**src/rtl/f51m_bist_ctrl.sv**
```systemverilog
// ---------------------------------------------------------------------------
// f51m_bist_ctrl
// Self-test driver and response compactor for the f51m_comb block. Applies
// patterns 0..NUM_PATTERNS-1 to the block's 8 inputs and folds its 8 outputs
// into an 8-bit MISR. At the end it reports done and pass/fail against GOLDEN.
//
// Ports:
//   clk_pad     in   1  clock, rising edge
//   rst_n_pad   in   1  asynchronous active-low reset
//   start_pad   in   1  start request (honoured in IDLE or DONE only)
//   pat_pad     out  8  registered pattern to the block under test
//   rsp_pad     in   8  response from the block under test
//   busy_pad    out  1  high while patterns are applied or captures drain
//   done_pad    out  1  high in DONE until next start or reset
//   sig_pad     out  8  current MISR signature
//   pass_pad    out  1  signature matched GOLDEN (DONE only)
//   abort_pad   in   1  (F51M_BIST_ABORT_EN only) stop the run early
//   aborted_pad out  1  (F51M_BIST_ABORT_EN only) last run was aborted
//
// Optional feature macro: F51M_BIST_ABORT_EN
// ---------------------------------------------------------------------------
`timescale 1ns/1ps

module f51m_bist_ctrl #(
    parameter int unsigned NUM_PATTERNS = 256,
    parameter int unsigned RSP_LAT      = 0,
    parameter logic [7:0]  MISR_POLY    = 8'h1D,
    parameter logic [7:0]  GOLDEN       = 8'h00
) (
    input  logic       clk_pad,
    input  logic       rst_n_pad,
    input  logic       start_pad,
    output logic [7:0] pat_pad,
    input  logic [7:0] rsp_pad,
    output logic       busy_pad,
    output logic       done_pad,
    output logic [7:0] sig_pad,
    output logic       pass_pad
`ifdef F51M_BIST_ABORT_EN
    ,
    input  logic       abort_pad,
    output logic       aborted_pad
`endif
);

    typedef enum logic [1:0] {S_IDLE, S_RUN, S_FLUSH, S_DONE} state_t;

    // r_cnt holds the index of the NEXT pattern; it equals NUM_PATTERNS while
    // the final pattern is on pat_pad. 9 bits so 256 is representable.
    localparam logic [8:0] LAST_CNT   = 9'(NUM_PATTERNS);
    localparam logic [1:0] FLUSH_LAST = 2'((RSP_LAT == 0) ? 0 : RSP_LAT - 1);

    state_t     r_state;
    logic [8:0] r_cnt;
    logic [1:0] r_flush_cnt;
    logic [7:0] r_pat;
    logic [7:0] r_sig;
    logic       r_busy;
    logic       r_done;
    logic       r_pass;
`ifdef F51M_BIST_ABORT_EN
    logic       r_aborted;
`endif

    logic       w_start;
    logic       w_active;
    logic       w_abort;
    logic       w_tag;
    logic       w_fold;
    logic [7:0] w_sig_next;
    logic [7:0] w_sig_final;

    assign w_start  = start_pad && ((r_state == S_IDLE) || (r_state == S_DONE));
    assign w_active = (r_state == S_RUN) || (r_state == S_FLUSH);

`ifdef F51M_BIST_ABORT_EN
    assign w_abort = abort_pad && w_active;
`else
    assign w_abort = 1'b0;
`endif

    // Valid tags: every RUN cycle presents a real pattern; its response is
    // valid RSP_LAT cycles later, so the tag travels down a shift chain.
    generate
        if (RSP_LAT == 0) begin : g_no_pipe
            assign w_tag = (r_state == S_RUN);
        end else begin : g_pipe
            logic [RSP_LAT-1:0] r_vld;
            logic [RSP_LAT:0]   w_chain;

            assign w_chain = {r_vld, (r_state == S_RUN)};
            assign w_tag   = w_chain[RSP_LAT];

            always_ff @(posedge clk_pad or negedge rst_n_pad) begin
                if (!rst_n_pad) begin
                    r_vld <= '0;
                end else if (w_start || w_abort) begin
                    r_vld <= '0;
                end else begin
                    r_vld <= w_chain[RSP_LAT-1:0];
                end
            end
        end
    endgenerate

    assign w_fold      = w_tag && w_active;
    assign w_sig_next  = {r_sig[6:0], 1'b0} ^ (r_sig[7] ? MISR_POLY : 8'h00) ^ rsp_pad;
    assign w_sig_final = w_fold ? w_sig_next : r_sig;

    always_ff @(posedge clk_pad or negedge rst_n_pad) begin
        if (!rst_n_pad) begin
            r_state     <= S_IDLE;
            r_cnt       <= '0;
            r_flush_cnt <= '0;
            r_pat       <= '0;
            r_sig       <= '0;
            r_busy      <= 1'b0;
            r_done      <= 1'b0;
            r_pass      <= 1'b0;
`ifdef F51M_BIST_ABORT_EN
            r_aborted   <= 1'b0;
`endif
        end else begin
            case (r_state)
                S_IDLE, S_DONE: begin
                    if (w_start) begin
                        r_state <= S_RUN;
                        r_pat   <= 8'h00;
                        r_cnt   <= 9'd1;
                        r_sig   <= 8'h00;
                        r_busy  <= 1'b1;
                        r_done  <= 1'b0;
                        r_pass  <= 1'b0;
`ifdef F51M_BIST_ABORT_EN
                        r_aborted <= 1'b0;
`endif
                    end
                end
                S_RUN: begin
                    r_sig <= w_sig_final;
                    if (w_abort) begin
                        r_state <= S_DONE;
                        r_busy  <= 1'b0;
                        r_done  <= 1'b1;
                        r_pass  <= 1'b0;
`ifdef F51M_BIST_ABORT_EN
                        r_aborted <= 1'b1;
`endif
                    end else if (r_cnt == LAST_CNT) begin
                        // Last pattern is on pat_pad; pat_pad holds from here on.
                        if (RSP_LAT == 0) begin
                            r_state <= S_DONE;
                            r_busy  <= 1'b0;
                            r_done  <= 1'b1;
                            r_pass  <= (w_sig_final == GOLDEN);
                        end else begin
                            r_state     <= S_FLUSH;
                            r_flush_cnt <= 2'd0;
                        end
                    end else begin
                        r_pat <= r_cnt[7:0];
                        r_cnt <= r_cnt + 9'd1;
                    end
                end
                S_FLUSH: begin
                    r_sig <= w_sig_final;
                    if (w_abort) begin
                        r_state <= S_DONE;
                        r_busy  <= 1'b0;
                        r_done  <= 1'b1;
                        r_pass  <= 1'b0;
`ifdef F51M_BIST_ABORT_EN
                        r_aborted <= 1'b1;
`endif
                    end else if (r_flush_cnt == FLUSH_LAST) begin
                        r_state <= S_DONE;
                        r_busy  <= 1'b0;
                        r_done  <= 1'b1;
                        r_pass  <= (w_sig_final == GOLDEN);
                    end else begin
                        r_flush_cnt <= r_flush_cnt + 2'd1;
                    end
                end
                default: begin
                    r_state <= S_IDLE;
                end
            endcase
        end
    end

    assign pat_pad  = r_pat;
    assign sig_pad  = r_sig;
    assign busy_pad = r_busy;
    assign done_pad = r_done;
    assign pass_pad = r_pass;
`ifdef F51M_BIST_ABORT_EN
    assign aborted_pad = r_aborted;
`endif

endmodule

```
**config.mk**
```make
export PLATFORM = sky130hd
export DESIGN_NAME = f51m_bist_ctrl
export DESIGN_NICKNAME = d
export VERILOG_FILES = /design/src/rtl/f51m_bist_ctrl.sv
export SDC_FILE = /design/constraint.sdc
export NUM_CORES = 1
export LEC_CHECK = 0
export CORE_MARGIN = 5
export CORE_UTILIZATION = 52
export DETAILED_ROUTE_END_ITERATION = 8
export HOLD_SLACK_MARGIN = 0.03
export PLACE_DENSITY = 0.77
export SYNTH_ARGS = -nofsm -noshare
export SYNTH_HDL_FRONTEND = slang
export SYNTH_SLANG_ARGS = --single-unit
```
**constraint.sdc**
```tcl
create_clock -name clk_pad -period 2.3 [get_ports clk_pad]
set_input_delay 0.23 -clock clk_pad [delete_from_list [all_inputs] [get_ports clk_pad]]
set_output_delay 0.23 -clock clk_pad [all_outputs]
set_load 0.03 [all_outputs]
```
======== Yosys cells after proc, flatten, opt, wreduce, memory -nomap -nowiden ========
Cells that the tools add are included.
storage, ports and cells
  register bits after elaboration ......... 32
  bits of input ports ..................... 11
cells by class
  $add $sub $neg .......................... 2
  reduce and logical (&&, ||, !) cells .... 13
  multiplexer cells ....................... 24
  bitwise logic cells ..................... 3
  eq/ne operators ......................... 8
operators by type and width
  cell                                                  number
  one-hot mux 8 bit (2 select lines)                    2
  two-way mux 8 bit                                     3
  two-way mux 9 bit                                     2
  one-hot mux 9 bit (2 select lines)                    1
  adder 9 x 1 -> 9 bit (second input constant)          1
  equality test 9 bit (second input constant)           1
  one-hot mux 1 bit (3 select lines)                    3
  logical NOT 8 bit                                     1
  two-way mux 1 bit                                     8
  bitwise XOR 8 x 5 -> 8 bit                            1
  bitwise XOR 8 bit                                     1
  two-way mux 2 bit                                     3
  one-hot mux 2 bit (3 select lines)                    1
  AND reduction 3 bit                                   2
  two-way mux 5 bit                                     1
  equality test 2 bit (second input constant)           2
  logical NOT 2 bit                                     2
  != test 2 x 1 -> 1 bit (second input constant)        2
  != test 2 bit (second input constant)                 2
  OR reduction 2 bit                                    2
  adder 2 x 1 -> 2 bit (second input constant)          1
  equality test 2 x 1 -> 1 bit (second input constant)  1
  logical AND 1 bit                                     2
  logical OR 1 bit                                      2
  other kinds (3)                                       3

======== Depth between registers and ports, before layout ========
Gate-level depths: netlist of the first run.
  depth in word-level cells ............... 7
  mapped depth ............................ 8

======== Worst setup path after synthesis of the first run ========
Ideal clock, no wire load.
  path kind ............................... reg-to-reg
  start point ............................. register, netlist name done_pad
  end point ............................... register r_busy (netlist: busy_pad)
  arrival time ............................ 1.955 ns
  required time ........................... 2.175 ns
  slack ................................... 0.220 ns
  setup time .............................. 0.125 ns
  cell stages (with the launch flop) ...... 7
  cell sequence ........................... dfrtp_1 -> inv_1 -> ha_1 -> clkbuf_1 -> or2b_2 -> nand3_2 -> mux2_2
RTL lines
  element               line  source
  to (signal assigned)  117   r_busy <= 1'b0;
  to (signal assigned)  131   r_busy <= 1'b1;
  to (signal assigned)  143   r_busy <= 1'b0;
  to (decl)             58    logic r_busy;

======== Final worst setup path of the first run ========
  start point ............................. register r_cnt[6]
  end point ............................... register r_cnt[1]
on the way
  longest elaborated chain between the ends .. 3
RTL lines
  element                               line  source
  from (decl)                           54    logic [8:0] r_cnt;
  from (signal assigned)                162   r_cnt <= r_cnt + 9'd1;
  equality test 9 bit                   149   end else if (r_cnt == LAST_CNT) begin
  != test 2 bit (no source line)        n/a
  AND reduction 3 bit (no source line)  n/a
No other way between the ends.
A chain may end at the register's enable or synchronous reset.

==> results of run 1 <==
worst min path at each step:
stage                           start                         end  slack [ns]  cells after the start
2_1_floorplan               rst_n_pad        busy_pad$_DFFE_PN0P_       -0.07                      0
3_3_place_gp   pat_pad[0]$_DFFE_PN0P_      pat_pad[0]$_DFFE_PN0P_        0.46                      2
3_5_place_dp   pat_pad[7]$_DFFE_PN0P_      pat_pad[7]$_DFFE_PN0P_        0.47                      2
4_1_cts                     rst_n_pad      sig_pad[5]$_DFFE_PN0P_        0.28                      2
5_1_grt                     rst_n_pad  r_flush_cnt[1]$_DFFE_PN0P_        0.28                      2
6_report                    rst_n_pad      r_state[0]$_DFFE_PN0P_        0.27                      2
cells by family (layout without fill, tap and decap cells):
kind of cell             count (synthesis)  count (layout)  synth area share, %
AO/OA/AOI/OAI                           32              32                12.91
XOR/XNOR                                13              13                9.190
adder cells (fa/ha/maj)                  6               6                4.376
buffers and inverters                   17              49                4.376
flip-flops                              31              31                45.22
multiplexers                             8               8                4.814
AND/OR/NAND/NOR                         66              66                19.11
worst reg2reg max path, stage by stage, from the launching register on:
cell and delay (ns):
dfrtp_1 0.44, or4_4 0.58, o311ai_4 0.61, o21ai_0 0.23
Yosys cell counts (2+ instances only):
cell type	count	share of area, %
dfrtp_1	31	45
nand2_1	30	6.6
o21ai_0	15	4.4
nor2_1	10	2.2
xnor2_1	10	5.1
inv_1	9	2.0
clkbuf_1	6	1.3
ha_1	6	4.4
mux2i_1	6	3.5
nand3_1	4	1.2
nor3_1	3	0.88
o22ai_1	3	1.1
or3_1	3	1.1
a21oi_1	2	0.58
and2_1	2	0.73
mux2_2	2	1.3
nand2b_1	2	0.73
nor3b_1	2	0.88
nor4_1	2	0.73
o21ai_2	2	1.0
o31ai_1	2	0.88
xor3_1	2	2.8
sequential cells by signal, summed over array words and instances, names as in the netlist:
signal       count
done_pad         1
r_flush_cnt      2
r_cnt            9
pass_pad         1
sig_pad          8
pat_pad          8
busy_pad         1
r_state          1
layout make-up:
cell class	instances	area, µm²	area share, %
Multi-Input combinational cell	125	864.6	40.62
Sequential cell	31	775.7	36.45
Timing Repair Buffer	32	312.8	14.70
Tap cell	44	55.05	2.587
Clock buffer	6	51.30	2.410
Clock inverter	2	35.03	1.646
Inverter	9	33.78	1.587
layer usage:
layer,up-vias,share of wire [%]
met2,29,49
met3,0,5.2
met5,-,0
met1,632,46
met4,0,0
li1,652,-
power by group:
part,leakage [nW],internal [mW],switching [mW]
Combinational,0.469,0.598,0.757
Sequential,0.407,0.684,0.153
Clock,0.0482,0.257,0.193
==> out/results.tsv, run 1 <==
metric	value	unit
CP startpoint	r_cnt[6]$_DFFE_PN0P_	
Setup crit end	r_cnt[1]$_DFFE_PN0P_	
CP max-delay cell	o311ai_4	
GPL Wtd Cong	0.8796	
Syn Area/Cell	9.916	µm²
P_leak	0.9244	nW
fin. max-slew vios	0	
CP Class	register to register	
pre-CTS setup slack	0.2884	ns
Crit path max-delay family	compound AO/OA/AOI/OAI gates	
largest net degree at the start of global routing	32	
Post-DP Area	2042	µm²
clock buffer depth	2	
HP Class	input port to asynchronous set/reset pin	
ys flop type	dfrtp_1	
# DRC	0	
most frequent cells in the layout	dfrtp_1, nand2_1, clkdlybuf4s50_1	
Die Span Y	67.44	µm
reg-to-reg startpoint	r_cnt[6]$_DFFE_PN0P_	
total number of vias	1313	
type of element capturing the critical path	register	
Slew headroom	53.17	%
Yosys reg bits	31	
ratio of cells with drive above 1 in the final layout	10.24	%
Finished Layout Cells	249	
Nets	221	
critical path buffer and inverter count	0	
WL/cell	13.77	µm
Startpoint Class	register	
max_cap viols	0	
Row Count	20	
first-pass GRT wire length	5.782	mm
Die W	67.44	µm
Design Area, Final	2128	µm²
Slew @ Worst Pin	0.7007	ns
Detailed Place HPWL	2.544	mm
post-cts hold buffer count	0	
I/O Buffers	29	
Final Hold Fails	0	
fmax	0.4996	GHz
Layout Utilization	68.59	%
clk sinks	31	
reg2reg end	r_cnt[1]$_DFFE_PN0P_	
share of synthesized registers carrying an async set or reset	100.0	%
final worst-path cycle share	87.03	%
CTS Buf Count	5	
busiest grt layer	met2	
Skew-Pair Late Insertion Delay	0.34	ns
Core Region	3103	µm²
grt met3 use	6.656	%
I/O Pins	30	
reg2reg setup slack	0.30	ns
critical path required time	2.48	ns
final setup TNS	0	ns
maximum VDD drop	0.5718	mV
status	finished clean	
DRT Wirelength	3.428	mm
# Post-CTS Setup Buffers	0	
# resized after CTS	0	
Distinct cells, synth	41	
Starting Density	55.28	%
Clock Skew	0.02114	ns
cell area after synthesis	1715	µm²
Design Power	2.642	mW
final hold slack	0.2689	ns
met2 Use GR	27.48	%
initial antenna violation count	0	
M1 GR Usage	22.08	%
min cycle time layout	2.002	ns
ant diodes	0	
Layout fillers	252	
Crit path arrival time	2.18	ns
drt pass-1 iters	4	
vias in the first global route	1243	
ANT nets after route	0	
clk slew on worst S/H paths	0.11	ns
area grow syn2layout	24.07	%
Post-synth EDFFs	0	
vias per cell	5.273	
register area share after synthesis	45.22	%
CTS tree	yes	
# setup viols final	0	
Tot GR Track Use	17.19	%
die footprint	4547	µm²
setup ws final	0.2983	ns
worst-path cell chain	or4_4, o311ai_4, o21ai_0	
placed cells	241	
Worst Path Max Fanout	21	
Synth warnings	0	
commonest non-fill, non-tap cell in the layout	dfrtp_1	
Reg2Reg Depth	3	
H-tree levels	2	
syn nets	190	
P per Cell Area	1241	nW/µm²
synthesized instance count	173	
Initial DRC Count	50	
grt ovf	0	
CP max stage delay	0.61	ns
setup repair after global routing missed its margin	no	
Root Buffer	clkbuf_4	
CP Depth	3	
Power figures use the tool's default switching activity.
==> run 2, diff against run 1 <==
HOLD_SLACK_MARGIN = 0.05   (was 0.03)
==> results of run 2 <==
Final layout, timing and power as in run 1 (identical DEF).
==> run 3, diff against run 2 <==
HOLD_SLACK_MARGIN = unset   (was 0.05)
REMOVE_ABC_BUFFERS = 1   (was unset)
TNS_END_PERCENT = 5   (was unset)
==> out/results.tsv, run 3 (synthesis results as in run 1) <==
metric	value	unit
clk sinks	31	
Detailed Place HPWL	2.849	mm
status	finished clean	
Finished Layout Cells	250	
Final Hold Fails	0	
area grow syn2layout	23.49	%
Initial DRC Count	79	
Post-DP Area	2049	µm²
Core Region	3103	µm²
CP Class	register to register	
setup repair after global routing missed its margin	no	
largest net degree at the start of global routing	32	
Biggest register	r_cnt	
Skew-Pair Late Insertion Delay	0.34	ns
Starting Density	55.28	%
# Post-CTS Setup Buffers	0	
ANT nets after route	0	
ant diodes	0	
internal power	1.476	mW
Tot GR Track Use	19.18	%
Die Span Y	67.44	µm
Clock Skew	0.008371	ns
P_leak	0.9196	nW
vias per cell	5.364	
clk slew on worst S/H paths	0.10	ns
critical path required time	2.52	ns
type of element capturing the critical path	register	
ratio of cells with drive above 1 in the final layout	10.19	%
first-pass GRT wire length	6.396	mm
CTS tree	yes	
I/O Pins	30	
Startpoint Class	register	
grt ovf	0	
I/O Buffers	29	
# resized after CTS	0	
P per Cell Area	1220	nW/µm²
max_cap viols	0	
Die W	67.44	µm
Nets	222	
Clk pwr share	14.3	%
Row Count	20	
Psw	1.108	mW
post-cts hold buffer count	0	
setup ws final	0.3476	ns
DRT Wirelength	3.732	mm
CTS Buf Count	5	
# setup viols final	0	
# DRC	0	
vias in the first global route	1333	
commonest non-fill, non-tap cell in the layout	dfrtp_1	
max FFs per register	9	
Root Buffer	clkbuf_4	
Seq pwr share	32.4	%
GPL Wtd Cong	0.8785	
Logic pwr share	53.3	%
Slew @ Worst Pin	0.4820	ns
Slew headroom	67.87	%
Crit path arrival time	2.18	ns
WL/cell	14.93	µm
Layout Utilization	68.27	%
Worst Path Max Fanout	12	
fin. max-slew vios	0	
final worst-path cycle share	84.89	%
clock buffer depth	2	
Design Area, Final	2118	µm²
total number of vias	1341	
Sw Ratio	42.87	%
maximum VDD drop	0.5247	mV
Design Power	2.584	mW
placed cells	242	
most frequent cells in the layout	dfrtp_1, nand2_1, clkdlybuf4s50_1	
pre-CTS setup slack	0.3452	ns
fmax	0.5122	GHz
die footprint	4547	µm²
H-tree levels	2	
initial antenna violation count	0	
final hold slack	0.2624	ns
drt pass-1 iters	5	
HP Class	input port to asynchronous set/reset pin	
min cycle time layout	1.952	ns
final setup TNS	0	ns
Reg2Reg Depth	6	
==> run 3: changes by cell type in the layout (fill, tap and decap cells not counted), sizes merged <==
cell    previous run  this run
clkbuf             6         8
buf                3         4
bufinv             1         0
clkinv             1         0
==> run 3: cell type report <==
type / instances / area, µm²
clock buffer: 8 / 68.82
sequential: 31 / 775.7
fill: 270 / 984.7
multi-input combinational: 125 / 864.6
tap: 44 / 55.05
timing repair buffer: 33 / 320.3
inverter: 9 / 33.78
==> run 3: worst paths after layout <==
path / to / slack, ns / startpoint
worst min-delay path: r_flush_cnt[1]$_DFFE_PN0P_ / 0.26 / rst_n_pad
worst min register to register: r_flush_cnt[0]$_DFFE_PN0P_ / 0.47 / r_flush_cnt[0]$_DFFE_PN0P_
max in group asynchronous: sig_pad[1]$_DFFE_PN0P_ / 1.75 / rst_n_pad
worst max register to register: pat_pad[6]$_DFFE_PN0P_ / 0.35 / done_pad$_DFFE_PN0P_
min in group clk_pad: r_flush_cnt[0]$_DFFE_PN0P_ / 0.47 / r_flush_cnt[0]$_DFFE_PN0P_
worst max-delay path: pat_pad[6]$_DFFE_PN0P_ / 0.35 / done_pad$_DFFE_PN0P_
==> run 3: metal layers <==
layer	track usage [%]	part of all wire, %
met3	4.326	5.7
met1	23.89	43
met2	31.41	50
met5	0	0
met4	9.114	1.7
==> run 3: power by group through the flow <==
stage | registers (mW) | clock network [mW] | logic, mW
after floorplan | 1.02 | 0 | 0.736
after global placement | 0.837 | 0 | 1.35
after detailed placement | 0.847 | 0 | 1.38
after CTS | 0.837 | 0.378 | 1.39
after global routing | 0.863 | 0.402 | 1.51
final | 0.838 | 0.369 | 1.38
==> run 3: critical path, cell delays in order (launching register included) <==
cell	delay [ns]
dfrtp_1	0.41
inv_1	0.10
ha_1	0.32
inv_1	0.15
o311ai_4	0.48
buf_4	0.25
o21ai_0	0.11
